<file path="src/rtl/example_pkg.sv">
// Shared types and helpers for the round-robin front end of the example datapath.
package example_pkg;

    typedef enum logic [1:0] {
        IDLE   = 2'd0,
        GRANT  = 2'd1,
        SETTLE = 2'd2
    } state_e;

    localparam int NUM_REQ_D   = 4;
    localparam int MAX_BURST_D = 4;
    localparam int MAX_REQ     = 8;

    // Wide enough for the largest supported requester count; callers cast down.
    function automatic logic [MAX_REQ-1:0] onehot(input logic [2:0] idx);
        logic [MAX_REQ-1:0] v;
        v      = '0;
        v[idx] = 1'b1;
        return v;
    endfunction

endpackage

</file>
<file path="src/rtl/example_arbiter_rr_pick.sv">
// Combinational round-robin picker: first set request strictly after ptr, wrapping.
module rr_pick
    import example_pkg::*;
#(
    parameter  int NUM_REQ = NUM_REQ_D,
    localparam int IW      = $clog2(NUM_REQ)
) (
    input  logic [NUM_REQ-1:0] req,
    input  logic [IW-1:0]      ptr,
    output logic               any,
    output logic [IW-1:0]      idx
);

    int            c;
    logic [IW-1:0] cand;

    // Scan from the farthest candidate down so the nearest one after ptr wins.
    always_comb begin
        any  = 1'b0;
        idx  = '0;
        c    = 0;
        cand = '0;
        for (int k = NUM_REQ; k >= 1; k--) begin
            c = int'(ptr) + k;
            if (c >= NUM_REQ) begin
                c = c - NUM_REQ;
            end
            cand = IW'(c);
            if (req[cand]) begin
                any = 1'b1;
                idx = cand;
            end
        end
    end

endmodule

</file>
<file path="src/rtl/example_arbiter.sv">
// Round-robin arbiter sharing the example datapath's a/b inputs between requesters,
// with bounded bursts and one settle cycle between them.
module example_arbiter
    import example_pkg::*;
#(
    parameter  int NUM_REQ   = NUM_REQ_D,
    parameter  int MAX_BURST = MAX_BURST_D,
    parameter  int CW        = 4,
    localparam int IW        = $clog2(NUM_REQ)
) (
    input  logic               clk,
    input  logic               rst,
    input  logic [NUM_REQ-1:0] req,
    input  logic [NUM_REQ-1:0] a_in,
    input  logic [NUM_REQ-1:0] b_in,
    input  logic [NUM_REQ-1:0] last,
    output logic [NUM_REQ-1:0] gnt,
    output logic               a,
    output logic               b,
    output logic               busy,
    output logic [CW-1:0]      beat
);

    state_e             state_q, state_d;
    logic [IW-1:0]      ptr_q, ptr_d;
    logic [NUM_REQ-1:0] gnt_q, gnt_d;
    logic               a_q, a_d;
    logic               b_q, b_d;
    logic [CW-1:0]      beat_q, beat_d;
    logic               last_q, last_d;

    logic               pick_any;
    logic [IW-1:0]      pick_idx;

    rr_pick #(
        .NUM_REQ (NUM_REQ)
    ) u_pick (
        .req (req),
        .ptr (ptr_q),
        .any (pick_any),
        .idx (pick_idx)
    );

    // ptr_q doubles as the current winner while in GRANT, since it moves only at grant.
    always_comb begin
        state_d = state_q;
        ptr_d   = ptr_q;
        gnt_d   = '0;
        a_d     = 1'b0;
        b_d     = 1'b0;
        beat_d  = '0;
        last_d  = 1'b0;
        unique case (state_q)
            IDLE: begin
                if (pick_any) begin
                    state_d = GRANT;
                    ptr_d   = pick_idx;
                    gnt_d   = NUM_REQ'(onehot(3'(pick_idx)));
                    a_d     = a_in[pick_idx];
                    b_d     = b_in[pick_idx];
                    beat_d  = CW'(1);
                    last_d  = last[pick_idx];
                end
            end
            GRANT: begin
                // last_q marks that the beat already on the outputs was the final one.
                if (!req[ptr_q] || last_q || (beat_q == CW'(MAX_BURST))) begin
                    state_d = SETTLE;
                end else begin
                    gnt_d  = gnt_q;
                    a_d    = a_in[ptr_q];
                    b_d    = b_in[ptr_q];
                    beat_d = beat_q + CW'(1);
                    last_d = last[ptr_q];
                end
            end
            SETTLE: begin
                state_d = IDLE;
            end
            default: begin
                state_d = IDLE;
            end
        endcase
    end

    always_ff @(posedge clk) begin
        if (rst) begin
            state_q <= IDLE;
            ptr_q   <= IW'(NUM_REQ - 1);
            gnt_q   <= '0;
            a_q     <= 1'b0;
            b_q     <= 1'b0;
            beat_q  <= '0;
            last_q  <= 1'b0;
        end else begin
            state_q <= state_d;
            ptr_q   <= ptr_d;
            gnt_q   <= gnt_d;
            a_q     <= a_d;
            b_q     <= b_d;
            beat_q  <= beat_d;
            last_q  <= last_d;
        end
    end

    assign gnt  = gnt_q;
    assign a    = a_q;
    assign b    = b_q;
    assign beat = beat_q;
    assign busy = (state_q == GRANT);

endmodule

</file>
<file path="config.mk">
export PLATFORM = sky130hd
export DESIGN_NAME = example_arbiter
export DESIGN_NICKNAME = d
export VERILOG_FILES = /design/src/rtl/example_pkg.sv /design/src/rtl/example_arbiter_rr_pick.sv /design/src/rtl/example_arbiter.sv
export SDC_FILE = /design/constraint.sdc
export NUM_CORES = 1
export LEC_CHECK = 0
export ABC_AREA = 1
export BUFFER_PORTS_ARGS = -buffer_cell sky130_fd_sc_hd__buf_2
export CORE_UTILIZATION = 35
export CTS_CLUSTER_DIAMETER = 150
export DETAILED_ROUTE_END_ITERATION = 8
export PLACE_DENSITY = 0.54
export SETUP_SLACK_MARGIN = 0.02
export SLEW_MARGIN = 20
export SYNTH_ARGS = -nofsm -noshare
export SYNTH_HDL_FRONTEND = slang
export SYNTH_HIERARCHICAL = 1
export SYNTH_SLANG_ARGS = --single-unit
</file>
<file path="constraint.sdc">
create_clock -name clk -period 5.1 [get_ports clk]
set_input_delay 0.765 -clock clk [delete_from_list [all_inputs] [get_ports clk]]
set_output_delay 0.765 -clock clk [all_outputs]
set_load 0.03 [all_outputs]
</file>
==> results of run 1 <==
-- stage by stage --
step                area (sq um)  setup slack (ps)  std cells    util  power, uW
global route                1410              2330        272  0.4226      922.1
finish                      1410              2610        272  0.4226      830.2
floorplan                   1219              3121        198       -      672.5
global placement            1383              2697        268  0.4143      770.7
CTS                         1410              2651        272  0.4226      839.5
detailed placement          1383              2668        268  0.4143      770.1
-- Yosys cell counts (2+ instances only) --
cell type	number	share of area
sky130_fd_sc_hd__inv_1	34	0.10
sky130_fd_sc_hd__nand2_1	63	0.19
sky130_fd_sc_hd__nand2_2	12	0.062
sky130_fd_sc_hd__inv_2	2	0.0062
sky130_fd_sc_hd__nor2_2	4	0.021
sky130_fd_sc_hd__nand3_4	2	0.029
sky130_fd_sc_hd__dfxtp_1	15	0.25
sky130_fd_sc_hd__a21oi_1	7	0.029
sky130_fd_sc_hd__nand4_1	3	0.015
sky130_fd_sc_hd__nor2_1	15	0.046
sky130_fd_sc_hd__nand3_1	15	0.062
sky130_fd_sc_hd__buf_6	2	0.018
sky130_fd_sc_hd__ha_1	2	0.021
sky130_fd_sc_hd__o211ai_1	3	0.018
sky130_fd_sc_hd__o21ai_0	3	0.012
sky130_fd_sc_hd__inv_6	2	0.014
-- critical path, delay by kind of cell (launching register included) --
kind            cells  cell delay, ps
compound gates      1             140
buf+inv             2             160
flops               1             900
simple gates       11            1210
-- layout make-up --
class                   instances  area share
clock inverters                 1    0.003549
repair buffers                 28     0.09938
flip-flops and latches         15      0.2130
multi-input cells             141      0.5191
clock buffers                   3     0.01597
inverters                      38      0.1083
well taps                      46     0.04082
-- worst paths after layout --
| check | to | slack, ps | cells after the start |
|---|---|---|---|
| min | state_q[1] | 490 | 2 |
| min reg2reg | state_q[1] | 490 | 2 |
| max reg2reg | b | 2610 | 14 |
| max | b | 2610 | 14 |
-- flip-flops by register name (all words and copies together) (netlist names) --
name	flops
beat	4
gnt	4
a	1
ptr_q	2
last_q	1
state_q	2
b	1
-- power groups by stage --
stage / combinational, uW / clock, uW / sequential (uW)
after floorplan: 444 / 0 / 228
after global placement: 558 / 0 / 212
after global routing: 628 / 76.7 / 217
final: 556 / 66.3 / 208
after detailed placement: 559 / 0 / 211
after CTS: 560 / 70.5 / 208
-- cell families after synthesis --
family,Yosys count,synth area share
buf+inv,42,0.1530
flops,15,0.2464
xor+xnor,2,0.01438
fa+ha+maj,2,0.02053
simple gates,119,0.4754
compound gates,18,0.09034
-- layer usage --
metal	GRT usage	up-vias	wire length (um)	share of wire
met5	0	-	0	0
met4	0.01948	0	12	0.0045
met3	0.03838	2	132	0.049
met2	0.2480	28	1178	0.44
met1	0.2241	527	1363	0.51
li1	-	667	-	-
==> metrics.md, run 1 <==
| Metric | Value |
|---|---|
| Setup_tns | 0 ps |
| Final Slew Violations | 0 |
| Total setup buffers inserted after CTS | 0 |
| Clock transition at the register clock pins on the worst setup and hold paths after CTS | 90 ps |
| Start point of the critical path | ptr_q[0] |
| Drt via density | 4.500 |
| Endpoint kind of the worst setup timing path | flip-flop |
| Data required time at the worst endpoint | 5310 ps |
| Total core area | 0.003337 sq mm |
| Crit-path most repeated cell | sky130_fd_sc_hd__nand2_1 |
| Slew Limit Headroom | 0.4194 |
| Clock Tree Root | sky130_fd_sc_hd__clkbuf_4 |
| Number of buffers inserted during clock tree synthesis | 3 |
| Footprint of the multi-input gates | 732.0 sq um |
| Final hold viol count | 0 |
| Arrival time reported for the critical path endpoint | 2700 ps |
| Via count of the first global-routing pass | 1002 |
| Internal Power | 370.3 uW |
| Proportion of power drawn by combinational gates | 0.670 |
| Critical hold path startpoint | state_q[0] |
| Largest net degree at the start of global routing | 21 |
| Synthesis Warnings | 6 |
| Type of origin of the critical path | flip-flop |
| Delay contributed by the slowest stage of the critical path | 900 ps |
| Total setup violations reported at the end of the flow | 0 |
| CP Max Fanout | 20 |
| Site Rows | 21 |
| Die Footprint | 0.003722 sq mm |
| LEAKAGE | 0.0008009 uW |
| Commonest non-fill, non-tap cell in the layout | sky130_fd_sc_hd__nand2_1 |
| Part of the total power dissipated in sequential elements | 0.250 |
| Number of flops mapped to enable cells by yosys | 0 |
| Vias after detailed routing | 1224 |
| Area of the mapped netlist | 0.001219 sq mm |
| PwrDens | 588.7 mW/mm^2 |
| Initial DRT Pass Iterations | 4 |
| Detailed Route Iter0 Violations | 72 |
| Mean routed wirelength per cell | 9.879 um |
| Minimum clock period | 2490 ps |
| Classification of the worst setup path | reg2reg |
| Startpoint of the most critical register-to-register path | ptr_q[0] |
| Io pins | 29 |
| Starting density of the core | 0.3652 |
| Horiz. Die Dim | 61.01 um |
| Final Net Count | 247 |
| Worst-Skew Late Latency | 280 ps |
| Clock tree from TritonCTS | yes |
| Die outline height | 61.01 um |
| Synthesized area divided by synthesized cell count | 6.155 sq um |
| Synth unique cells | 30 |
| Clock sink count | 15 |
| Share of the cycle needed by the critical path after routing | 0.4883 |
| DRC viols | 0 |
| Number of antenna violations at the first check in global routing | 0 |
| Sequential cell area | 300.3 sq um |
| Area grow syn2layout | 15.71% |
| Routability congestion estimate from global placement | 0.7803 |
| Status | complete, no violations |
| Number of buffers between clock root and the deepest sink | 2 |
| Clock tree skew after final layout | 6.830 ps |
| Share of synthesized registers carrying an async set or reset | 0 |
| Hold_ws | 489.7 ps |
| Number of hold-repair buffers added at the cts stage | 0 |
| Most frequent cells in the layout | sky130_fd_sc_hd__nand2_1, sky130_fd_sc_hd__inv_1, sky130_fd_sc_hd__buf_2 |
| Sequential area share after synthesis | 0.2464 |
| Global-route wire length before repair | 4.374 mm |
| Tightest Pin Transition | 869.7 ps |
| Switching portion of total power | 0.5539 |
| Fraction of power consumed by the clock network | 0.080 |
| Post-synth top flop | sky130_fd_sc_hd__dfxtp_1 |
| Synthesized flop and latch total | 15 |
| Routed wire length | 2.687 mm |
| Number of nets with antenna violations after routing | 0 |
| Critical path cell sequence | nand2_1, nand3_1, nand2_1, inv_1, nand2_1, nand2_1, nand2_1, nand2_1, inv_1, nor2_1, nand2_1, nand3_1, nand2_1, a21oi_1 |
| Nets in the synthesized netlist | 218 |
| Number of H-tree levels | 1 |
| Number of standard cells after synthesis | 198 |
| Worst hold path type | reg2reg |
| Achievable frequency | 401.5 MHz |
| Worst VDD drop | 205.2 uV |
| Library cell contributing the largest single delay on the critical path | sky130_fd_sc_hd__dfxtp_1 |
| RSZ-0062 raised after global routing | false |
| Net switching power of the design | 459.9 uW |
| Port Buf Inserts | 28 |
| All-layer global routing usage | 0.1576 |
| Antenna cells | 0 |
| Post-cts sizing count | 0 |
| Maxcap violations | 0 |
| Final HPWL from detailed placement | 2.178 mm |
| Total global routing overflow | 0 |
| Share of cells above drive strength 1 | 0.2655 |
| Number of fill cells in the layout | 389 |
Note: power is estimated with default switching activity, not from simulation.
==> run 2, diff against run 1 <==
clock period = 2.4 ns   (was 5.1 ns; I/O delays follow)
==> run 2 against run 1 <==
Against the previous run:
- clock power grew 110%
- worst hold slack lost 130 ps
- total power grew 120%
- global-route usage grew 0.85 points
- register-to-register slack lost 2300 ps
- flip-flop and latch count is the same
- sequential power grew 100%
- worst setup slack lost 2300 ps
- routed wire length shrank 0.74%
- critical path type unchanged
- largest power group unchanged
- highest routed layer unchanged
==> metrics.md, run 2 (synthesis gave the netlist of run 1 again) <==
| Metric | Value |
|---|---|
| Global-route wire length before repair | 4.588 mm (+4.9%) |
| Die outline height | 61.01 um (unchanged) |
| DRC viols | 0 (unchanged) |
| Setup_tns | 0 ps (unchanged) |
| Data required time at the worst endpoint | 2610 ps (-2700 ps) |
| Final Slew Violations | 0 (unchanged) |
| Worst-Skew Late Latency | 280 ps (about the same) |
| Slew Limit Headroom | 0.7509 (+0.3315) |
| Final hold viol count | 0 (unchanged) |
| Via count of the first global-routing pass | 1060 (+5.8%) |
| Horiz. Die Dim | 61.01 um (unchanged) |
| Antenna cells | 0 (unchanged) |
| Achievable frequency | 483.9 MHz (+21%) |
| Post-Place Cell Area | 0.001405 sq mm (+1.6%) |
| Site Rows | 21 (unchanged) |
| Net switching power of the design | 989.2 uW (+120%) |
| Minimum clock period | 2067 ps (-423.7 ps) |
| Vias after detailed routing | 1233 (+0.74%) |
| Most frequent cells in the layout | sky130_fd_sc_hd__nand2_1, sky130_fd_sc_hd__inv_1, sky130_fd_sc_hd__buf_2 |
| PwrDens | 1268 mW/mm^2 (+120%) |
| Crit-path most repeated cell | sky130_fd_sc_hd__nand2_1 |
| Number of buffers inserted during clock tree synthesis | 3 (unchanged) |
| Number of antenna violations at the first check in global routing | 0 (unchanged) |
| Final HPWL from detailed placement | 2.143 mm (-1.6%) |
| Type of origin of the critical path | flip-flop |
| Maxcap violations | 0 (unchanged) |
| Io pins | 29 (unchanged) |
| Worst VDD drop | 429.9 uV (+110%) |
| RSZ-0062 raised after global routing | false |
| Number of fill cells in the layout | 396 (+1.8%) |
| Number of buffers between clock root and the deepest sink | 2 (unchanged) |
| Delay-heaviest family, CP | simple AND/OR/NAND/NOR gates |
| LEAKAGE | 0.0008120 uW (+1.4%) |
| Final Net Count | 250 (+1.2%) |
| Number of nets with antenna violations after routing | 0 (unchanged) |
| Library cell contributing the largest single delay on the critical path | sky130_fd_sc_hd__dfxtp_1 |
| Area grow syn2layout | 17.56% |
| Mean routed wirelength per cell | 9.698 um (-1.8%) |
| Arrival time reported for the critical path endpoint | 2270 ps (-430 ps) |
| Total non-filler cell area in the finished layout | 0.001433 sq mm (+1.6%) |
| Starting density of the core | 0.3652 (unchanged) |
| Tightest Pin Transition | 373.1 ps (-496.6 ps) |
| Clock tree skew after final layout | 8.098 ps (+1.268 ps) |
| Total setup buffers inserted after CTS | 0 (unchanged) |
| Critical path cell sequence | inv_2, nand2_2, nand2_1, nand2_1, nand2_1, inv_2, nand3_1, nand2_1, inv_1, nor2_1, nand2_1, nand3_1, nand2_1, a21oi_1 |
| Part of the total power dissipated in sequential elements | 0.230 (-0.020) |
| Routability congestion estimate from global placement | 0.8214 (+5.3%) |
| Largest net degree at the start of global routing | 14 (-33%) |
| Clock tree from TritonCTS | yes |
| Proportion of power drawn by combinational gates | 0.694 (+0.024) |
| Clock transition at the register clock pins on the worst setup and hold paths after CTS | 90 ps (about the same) |
| Clock sink count | 15 (unchanged) |
| Switching portion of total power | 0.5447 (-0.009286) |
| Routed wire length | 2.667 mm (-0.74%) |
| Delay contributed by the slowest stage of the critical path | 550 ps (-350 ps) |
| All-layer global routing usage | 0.1661 (+0.008462) |
| Fraction of power consumed by the clock network | 0.077 (-0.003) |
| Share of cells above drive strength 1 | 0.2751 (+0.009622) |
| Internal Power | 827.0 uW (+120%) |
| Share of the cycle needed by the critical path after routing | 0.8611 (+0.3728) |
| Detailed Route Iter0 Violations | 53 (-26%) |
| Clock Tree Root | sky130_fd_sc_hd__clkbuf_4 |
| Die Footprint | 0.003722 sq mm (unchanged) |
| Status | complete, no violations |
| Number of H-tree levels | 1 (unchanged) |
| Port Buf Inserts | 28 (unchanged) |
| Initial DRT Pass Iterations | 4 (unchanged) |
| Endpoint kind of the worst setup timing path | flip-flop |
| Classification of the worst setup path | reg2reg |
| Drt via density | 4.484 (-0.36%) |
| Number of hold-repair buffers added at the cts stage | 0 (unchanged) |
| Worst hold path type | in2reg |
| CP Max Fanout | 9 (-55%) |
| Total core area | 0.003337 sq mm (unchanged) |
| Total setup violations reported at the end of the flow | 0 (unchanged) |
| Buffering stage count on the worst path with inverters included | 3 (+1) |
| Total global routing overflow | 0 (unchanged) |
| Commonest non-fill, non-tap cell in the layout | sky130_fd_sc_hd__nand2_1 |
## run 2: changes by cell type in the layout (fill, tap and decap cells not counted)
cell / before / now
sky130_fd_sc_hd__clkinv_2: 1 / 0
sky130_fd_sc_hd__buf_4: 0 / 3
sky130_fd_sc_hd__dfxtp_1: 15 / 14
sky130_fd_sc_hd__dfxtp_2: 0 / 1
sky130_fd_sc_hd__clkbuf_1: 0 / 1
## run 2: area by class of cell
class / count / area [sq um] / share of cell area
well taps: 46 / 57.56 / 0.04017
flip-flops and latches: 15 / 301.5 / 0.2105
repair buffers: 31 / 162.7 / 0.1135
clock buffers: 4 / 26.28 / 0.01834
inverters: 38 / 152.6 / 0.1066
multi-input cells: 141 / 732.0 / 0.5109
## run 2: worst paths after layout
kind / from / endpoint / slack [ps] / cells after the start
max: ptr_q[1] / b / 330 / 14
min: rst / state_q[0] / 360 / 2
max reg2reg: ptr_q[1] / b / 330 / 14
min reg2reg: state_q[0] / state_q[1] / 480 / 2
## run 2: what timing repair did
item                                    4_1_cts  5_1_grt
hold endpoints to repair                      0        0
gates resized for setup                       0        1
endpoints found under the setup margin        0        4
## run 2: power by group through the flow
stage | clock (uW) | sequential [uW] | combinational (uW)
floorplan | 0 | 485 | 944
global placement | 0 | 421 | 1260
detailed placement | 0 | 421 | 1260
CTS | 148 | 417 | 1260
global route | 158 | 433 | 1450
finish | 139 | 417 | 1260
## run 2: metrics by stage
| step | worst slack [ps] | utilization | power [uW] | std cells | hold WS, ps |
|---|---|---|---|---|---|
| detailed placement | 255.2 | 0.4211 | 1678 | 271 | 468.4 |
| CTS | 206.6 | 0.4289 | 1829 | 275 | 349.9 |
| floorplan | 656.3 | - | 1429 | 198 | 450.5 |
| finish | 333.3 | 0.4293 | 1816 | 275 | 357.8 |
| global placement | 310.3 | 0.4211 | 1683 | 271 | 473.1 |
| global route | 30.50 | 0.4293 | 2039 | 275 | 352.9 |
## run 2: worst register-to-register path: cells and delay by family (launching register included)
kind,cells,cell delay [ps]
buffers and inverters,3,250
AND/OR/NAND/NOR,10,1060
AO/OA/AOI/OAI,1,140
flip-flops,1,550
## run 2: layer usage
metal | vias up | global-route usage | part of all wire
li1 | 671 | - | -
met1 | 533 | 0.2372 | 0.52
met2 | 27 | 0.2575 | 0.44
met3 | 2 | 0.03838 | 0.042
met4 | 0 | 0.02922 | 0.0045
met5 | - | 0 | 0
